### src/rtl/pipeline_int_ctrl.sv
// Pipeline hazard and nested-interrupt entry controller: load-use stall, branch flush,
// drain-then-enter interrupt sequencing with priority nesting, ERET unwinding and halt.
module pipeline_int_ctrl #(
    parameter int unsigned DRAIN_CYCLES = 3
) (
    input  logic       clk,
    input  logic       rst_n,
    input  logic [2:0] int_req,
    input  logic [2:0] int_mask,
    input  logic       ex_mem_read,
    input  logic [4:0] ex_req_w,
    input  logic [4:0] id_rs,
    input  logic [4:0] id_rt,
    input  logic       id_use_rs,
    input  logic       id_use_rt,
    input  logic       branch_taken,
    input  logic       eret_wb,
    input  logic       halt_wb,
    output logic       pipe_en,
    output logic       if_id_stall,
    output logic       if_id_clr,
    output logic       id_ex_clr,
    output logic       pc_sel_int,
    output logic       epc_we,
    output logic [2:0] ints,
    output logic [2:0] int_ack,
    output logic [2:0] in_service
);

    localparam int unsigned CW = (DRAIN_CYCLES > 1) ? $clog2(DRAIN_CYCLES) : 1;
    localparam logic [CW-1:0] CNT_LOAD = CW'(DRAIN_CYCLES - 1);

    typedef enum logic [1:0] {RUN, DRAIN, ENTER, HALTED} state_e;

    state_e          state_q, state_d;
    logic [CW-1:0]   cnt_q, cnt_d;
    logic [2:0]      lat_q, lat_d;
    logic [2:0]      isv_q, isv_d;

    logic [2:0]      pending, cand_oh, top_oh, isv_eret;
    logic            cand_vld, load_use;

    // A candidate must outrank every level in service, i.e. in_service has no bit at or above it.
    always_comb begin
        pending  = int_req & int_mask;
        cand_vld = 1'b0;
        cand_oh  = '0;
        top_oh   = '0;
        for (int unsigned i = 0; i < 3; i++) begin
            if (pending[i] && ((isv_q >> i) == 3'b000)) begin
                cand_vld   = 1'b1;
                cand_oh    = '0;
                cand_oh[i] = 1'b1;
            end
            if (isv_q[i]) begin
                top_oh    = '0;
                top_oh[i] = 1'b1;
            end
        end
        isv_eret = eret_wb ? (isv_q & ~top_oh) : isv_q;
    end

    assign load_use = ex_mem_read && (ex_req_w != '0) &&
                      ((id_use_rs && (id_rs == ex_req_w)) || (id_use_rt && (id_rt == ex_req_w)));

    always_comb begin
        state_d = state_q;
        cnt_d   = cnt_q;
        lat_d   = lat_q;
        isv_d   = isv_q;
        case (state_q)
            RUN: begin
                isv_d = isv_eret;
                if (halt_wb) begin
                    state_d = HALTED;
                end else if (cand_vld && !eret_wb) begin
                    state_d = DRAIN;
                    cnt_d   = CNT_LOAD;
                    lat_d   = cand_oh;
                end
            end
            DRAIN: begin
                if (halt_wb) begin
                    state_d = HALTED;
                end else begin
                    isv_d = isv_eret;
                    if (cnt_q == '0) state_d = ENTER;
                    else             cnt_d   = cnt_q - CW'(1);
                end
            end
            ENTER: begin
                if (halt_wb) begin
                    state_d = HALTED;
                end else begin
                    isv_d   = isv_eret | lat_q;
                    state_d = RUN;
                end
            end
            HALTED: ;
        endcase
    end

    always_ff @(posedge clk or negedge rst_n) begin
        if (!rst_n) begin
            state_q <= RUN;
            cnt_q   <= '0;
            lat_q   <= '0;
            isv_q   <= '0;
        end else begin
            state_q <= state_d;
            cnt_q   <= cnt_d;
            lat_q   <= lat_d;
            isv_q   <= isv_d;
        end
    end

    // Hazard controls must act in the cycle they are seen, so outputs decode state and inputs directly.
    always_comb begin
        pipe_en     = 1'b1;
        if_id_stall = 1'b0;
        if_id_clr   = 1'b1;
        id_ex_clr   = 1'b1;
        pc_sel_int  = 1'b0;
        epc_we      = 1'b0;
        ints        = '0;
        int_ack     = '0;
        case (state_q)
            RUN: begin
                if (branch_taken) begin
                    if_id_clr = 1'b0;
                    id_ex_clr = 1'b0;
                end else if (load_use) begin
                    if_id_stall = 1'b1;
                    id_ex_clr   = 1'b0;
                end
            end
            DRAIN: begin
                if_id_stall = 1'b1;
                id_ex_clr   = 1'b0;
                if (branch_taken) if_id_clr = 1'b0;
            end
            ENTER: begin
                if (!halt_wb) begin
                    pc_sel_int = 1'b1;
                    epc_we     = 1'b1;
                    ints       = lat_q;
                    int_ack    = lat_q;
                    if_id_clr  = 1'b0;
                    id_ex_clr  = 1'b0;
                end
            end
            HALTED: pipe_en = 1'b0;
        endcase
    end

    assign in_service = isv_q;

endmodule

### config.mk
export PLATFORM = sky130hd
export DESIGN_NAME = pipeline_int_ctrl
export DESIGN_NICKNAME = d
export VERILOG_FILES = /design/src/rtl/pipeline_int_ctrl.sv
export SDC_FILE = /design/constraint.sdc
export NUM_CORES = 1
export LEC_CHECK = 0
export CORE_UTILIZATION = 40
export DETAILED_ROUTE_END_ITERATION = 12
export PLACE_DENSITY = 0.77
export SKIP_LAST_GASP = 1
export SYNTH_ARGS = -nofsm -noshare
export SYNTH_HDL_FRONTEND = slang
export SYNTH_SLANG_ARGS = --single-unit
### constraint.sdc
create_clock -name clk -period 2.1 [get_ports clk]
set_input_delay 0.42 -clock clk [delete_from_list [all_inputs] [get_ports clk]]
set_output_delay 0.42 -clock clk [all_outputs]
set_load 0.02 [all_outputs]
**Word level (Yosys, flattened, before mapping)**

Index checks and enable logic that the tools add are counted.

- Register bits: 10
- Input port bits: 29
- Output and inout port bits: 15
- Word-level logic and storage cells: 83

- Add/sub/neg operators: 1
- Equal/unequal tests: 12
- Mux-type cells: 38
- Bitwise operators: 5
- Reduce and logical (&&, ||, !) cells: 23

Operators by type and width:

| cell | count |
|---|---|
| 2-to-1 mux 2 bit | 11 |
| 2-to-1 mux 3 bit | 7 |
| 2-to-1 mux 1 bit | 14 |
| equality test 5 bit | 2 |
| inequality test 2 bit, second input constant | 5 |
| logical NOT 3 bit | 3 |
| case mux 3 bit (3 select lines) | 1 |
| AND reduction 3 bit | 3 |
| logical AND 1 bit | 8 |
| AND 3 bit | 2 |
| inequality test 3 bit, second input constant | 2 |
| case mux 2 bit (3 select lines) | 1 |
| AND reduction 5 bit | 1 |
| nonzero test 5 bit | 1 |
| equality test 2 bit, second input constant | 2 |
| logical NOT 2 bit | 2 |
| case mux 1 bit (2 select lines) | 2 |
| case mux 2 bit (2 select lines) | 1 |
| inverter 3 bit | 1 |
| bitwise OR 3 bit | 1 |
| case mux 1 bit (3 select lines) | 1 |
| nonzero test 3 bit | 1 |
| equality test 2 x 1 -> 1 bit, second input constant | 1 |
| nonzero test 2 bit | 1 |
| other kinds (5) | 5 |

**Longest topological paths before layout**

- Depth in word-level cells: 9
- Depth in mapped cells: 7

**Least setup slack after synthesis**

OpenSTA, ideal clock, no wires.

- Kind: register to output
- Start point: register state_q[0]
- End point: output port ints[0]
- Arrival: 1.657 ns
- Required time: 1.680 ns
- Setup slack: 0.023 ns
- Stages on the path, launching flop included: 6
- Path through: dfrtp_1 -> inv_1 -> ha_1 -> nor2b_1 -> and2_1 -> buf_4

- Cells in the longest elaborated chain, start to end: 2

RTL lines:

| element | RTL line | text |
|---|---|---|
| start: declaration | 35 | `state_e state_q, state_d;` |
| start signal: assignment | 110 | `state_q <= state_d;` |
| equality test 2 bit | - |  |
| 2-to-1 mux 3 bit | - |  |
| end: declaration | 25 | `output logic [2:0] ints,` |

Every way passes these cells.

**Worst setup path after layout**

- Start point: input port ex_req_w[3]
- End point: output port if_id_stall

- Cells in the longest elaborated chain, start to end: 7

RTL lines:

| element | RTL line | text |
|---|---|---|
| start: declaration | 11 | `input logic [4:0] ex_req_w,` |
| equality test 5 bit | 64 | `((id_use_rs && (id_rs == ex_req_w)) \|\| (id_use_rt && (id_rt == ex_req_w)));` |
| logical AND 1 bit | 64 |  |
| logical OR 1 bit | 64 |  |
| logical AND 1 bit (*) | 63 | `assign load_use = ex_mem_read && (ex_req_w != '0) &&` |
| 2-to-1 mux 1 bit (*) | 132 | `end else if (load_use) begin` |
| 2-to-1 mux 1 bit (*) | 129 | `if (branch_taken) begin` |
| case mux 1 bit (2 select lines) (*) | 127 | `case (state_q)` |
| end: declaration | 20 | `output logic if_id_stall,` |

Mark *: on every way between the ends. The rest lies on a longest branch, timed or not.

==> results.md <==
* Status: completed
* Netlist Area Pre-Place at 910 um^2
* Row count at 16
* Final Cell Area at 0.00144 mm^2
* GRT Residual Overflow at 0
* Yosys reg bits at 10
* Synth top area share at 27.5%
* Clk pwr share at 8.0%
* Final hold vios at 0
* Multi-input logic area at 599 um^2
* Pin count of the biggest net entering global routing at 11
* Cts bufs inserted at 3
* Sequential element share of the synthesized area at 27.5%
* Post-CTS setup buffers at 0
* Worst vdd ir at 714 uV
* Routed length on met2 at 1380 um
* Dpl hpwl at 2100 um
* Met1 wire length at 980 um
* DRT Pass-1 Iters at 4
* Final Cycle Share at 98.8%
* Wire per inst at 13.6 um
* Final setup fails at 0
* Worst Hold Class: in2async
* Leading area contributor after synthesis: dfrtp_1
* Cell family with most CP delay: simple AND/OR/NAND/NOR gates
* Sw Pwr at 0.000659 W
* Netlist cell types at 39
* Post-Syn Area per Cell at 9.01 um^2
* YS warnings at 0
* Gpl congestion at 0.816
* Mapped Cells at 101
* CP Launch Type: input port
* Kind of critical path: in2out
* Die Y at 49.7 um
* FMAX at 482 MHz
* Slew Limit Fails at 0
* Most used DFF post-synth: dfrtp_1
* Logic gate share of total power at 69.3%
* Die Wd at 49.7 um
* Total track usage at 22.4%
* Residual DRC at 0
* Crit Path Max Fanout at 2
* Detailed-route via count at 915
* Layout cell share with drive strength beyond 1 at 21.9%
* Crit-path slowest cell: or4_4
* Fin nets at 192
* Top sig layer: met4
* H-tree depth at 1
* RSZ-0062 raised after global routing: no
* Placed instance area at 0.00144 mm^2
* Initial antenna violation count at 0
* Cell chain of the critical path: clkdlybuf4s15_1 > or4_4 > o21a_1 > a31o_1 > buf_6
* Port bufs at 43
* Register Area at 250 um^2
* Core Region at 0.00204 mm^2
* Pwr dens at 1070 mW/mm^2
* Internal at 0.000875 W
* IO Pins at 44
* Worst Path Arrival at 1.66 ns
* CTS tree: yes
* Synth-to-Final Area Change at 57.9%
* Final ANT Viol Nets at 0
* Top post-synthesis cells by area: dfrtp_1, xnor2_1, ha_1, and2_1, mux2i_1
* Lkg Pwr at 0.739 nW
* CP max stage delay at 0.50 ns
* Min Tclk post-route at 2.08 ns
* WL met3 at 93 um
* Sum Neg Setup Slack at 0 ns
* CP Data Required Time at 1.68 ns
* Ys async rst share at 100%
* Clk slew on worst S/H paths at 0.06 ns
* Critical Path Sink Type: primary output
* Most frequent cells in the layout: clkdlybuf4s50_1, buf_4, xnor2_1, dfrtp_1
* Final Skew at 0.00246 ns
* Sequential share of power at 22.7%
* Commonest non-fill, non-tap cell in the layout: clkdlybuf4s50_1
* Slew headroom at 70.0%
* Starting Density at 44.5%
* Switching Fraction at 43.0%
* Diode count at 0
* WP buf/inv at 2
* First-pass GRT wire length at 4220 um
* Actual slew at the worst max-slew pin at 0.449 ns
* Pwr Total at 0.00153 W
* EDFF count, synth at 0
* Syn Nets at 136
* Vias per cell at 5.03
* Clock sinks at 10
* Max clock buf depth at 2
* Drt first-iter violations at 14
* Clk_lat worst skew at 0.26 ns
* Max Cap Viol at 0
* Vias in the first global route at 992
* WL final at 2470 um
* FILL cells at 175
* Die area at 0.00247 mm^2
* Root buf cell: clkbuf_4
logic make-up after synthesis:
family          after synthesis  share of synthesized area, %
buf+inv                      14                          7.70
flops                        10                          27.5
simple gates                 33                          20.6
compound gates               23                          19.7
mux                           5                          6.60
xor+xnor                     10                          9.63
fa+ha+maj                     6                          8.25
power groups by stage:
stage / combinational (W) / clock (W) / sequential [W]
detailed placement: 0.00110 / 0 / 0.000347
floorplan: 0.000641 / 0 / 0.000359
CTS: 0.00107 / 0.000128 / 0.000348
global route: 0.00117 / 0.000137 / 0.000359
global placement: 0.00108 / 0 / 0.000344
finish: 0.00106 / 0.000123 / 0.000348
through the flow:
| stage | worst slack (ns) | cells | utilization, % | hold slack, ns |
|---|---|---|---|---|
| after floorplan | 0.0230 | 101 | - | 0.124 |
| after global placement | -0.658 | 179 | 70.5 | 0.492 |
| after detailed placement | -0.765 | 179 | 70.5 | 0.505 |
| after CTS | -0.0315 | 182 | 71.1 | 0.488 |
| after global routing | 0.00267 | 182 | 70.3 | 0.508 |
| final | 0.0247 | 182 | 70.3 | 0.475 |
registers in the layout (all words and copies together) (netlist names):
register / count
in_service: 3
lat_q: 3
cnt_q: 2
state_q: 2
synthesized netlist by cell type (2+ instances only):
library cell	count
inv_1	8
nor2_1	7
and2_1	6
buf_2	2
nand2b_1	2
ha_1	6
nand2_1	7
nand4_1	3
xnor2_1	10
a22o_1	3
mux2_4	2
buf_4	4
mux2i_1	3
dfrtp_1	10
a21oi_1	4
worst paths after layout:
check,start,end,slack (ns),cells past startpoint
worst min register to register,cnt_q[1],cnt_q[1],0.52,1
min in group clk,cnt_q[1],cnt_q[1],0.52,1
worst max-delay path,ex_req_w[3],if_id_stall,0.02,5
worst min-delay path,rst_n,cnt_q[0],0.47,1
max in group asynchronous,rst_n,in_service[2],1.32,1
worst max register to register,state_q[1],cnt_q[1],0.28,7
cell type report:
class / count / share of cell area [%]
clock buffers: 3 / 1.57
flip-flops and latches: 10 / 17.4
multi-input cells: 77 / 41.7
repair buffers: 57 / 34.8
well taps: 27 / 2.35
inverters: 8 / 2.09
worst register-to-register path, stage by stage (launching register included):
cell,delay [ns]
dfrtp_1,0.38
inv_1,0.07
buf_4,0.13
ha_1,0.21
buf_4,0.17
a211o_1,0.26
o32ai_2,0.17
mux2_4,0.33
per-layer routing:
metal | GRT usage (%) | up-vias
met5 | 0 | -
met4 | 3.33 | 0
met3 | 5.56 | 2
met2 | 43.0 | 25
met1 | 24.8 | 424
li1 | - | 464
repair_timing:
action	4_1_cts	5_1_grt
setup endpoints to repair	12	9
resized for setup	37	20
cloned	0	0
pin swaps	4	11
hold buffers	0	0
hold endpoints to repair	0	0
Power figures use the tool's default switching activity.
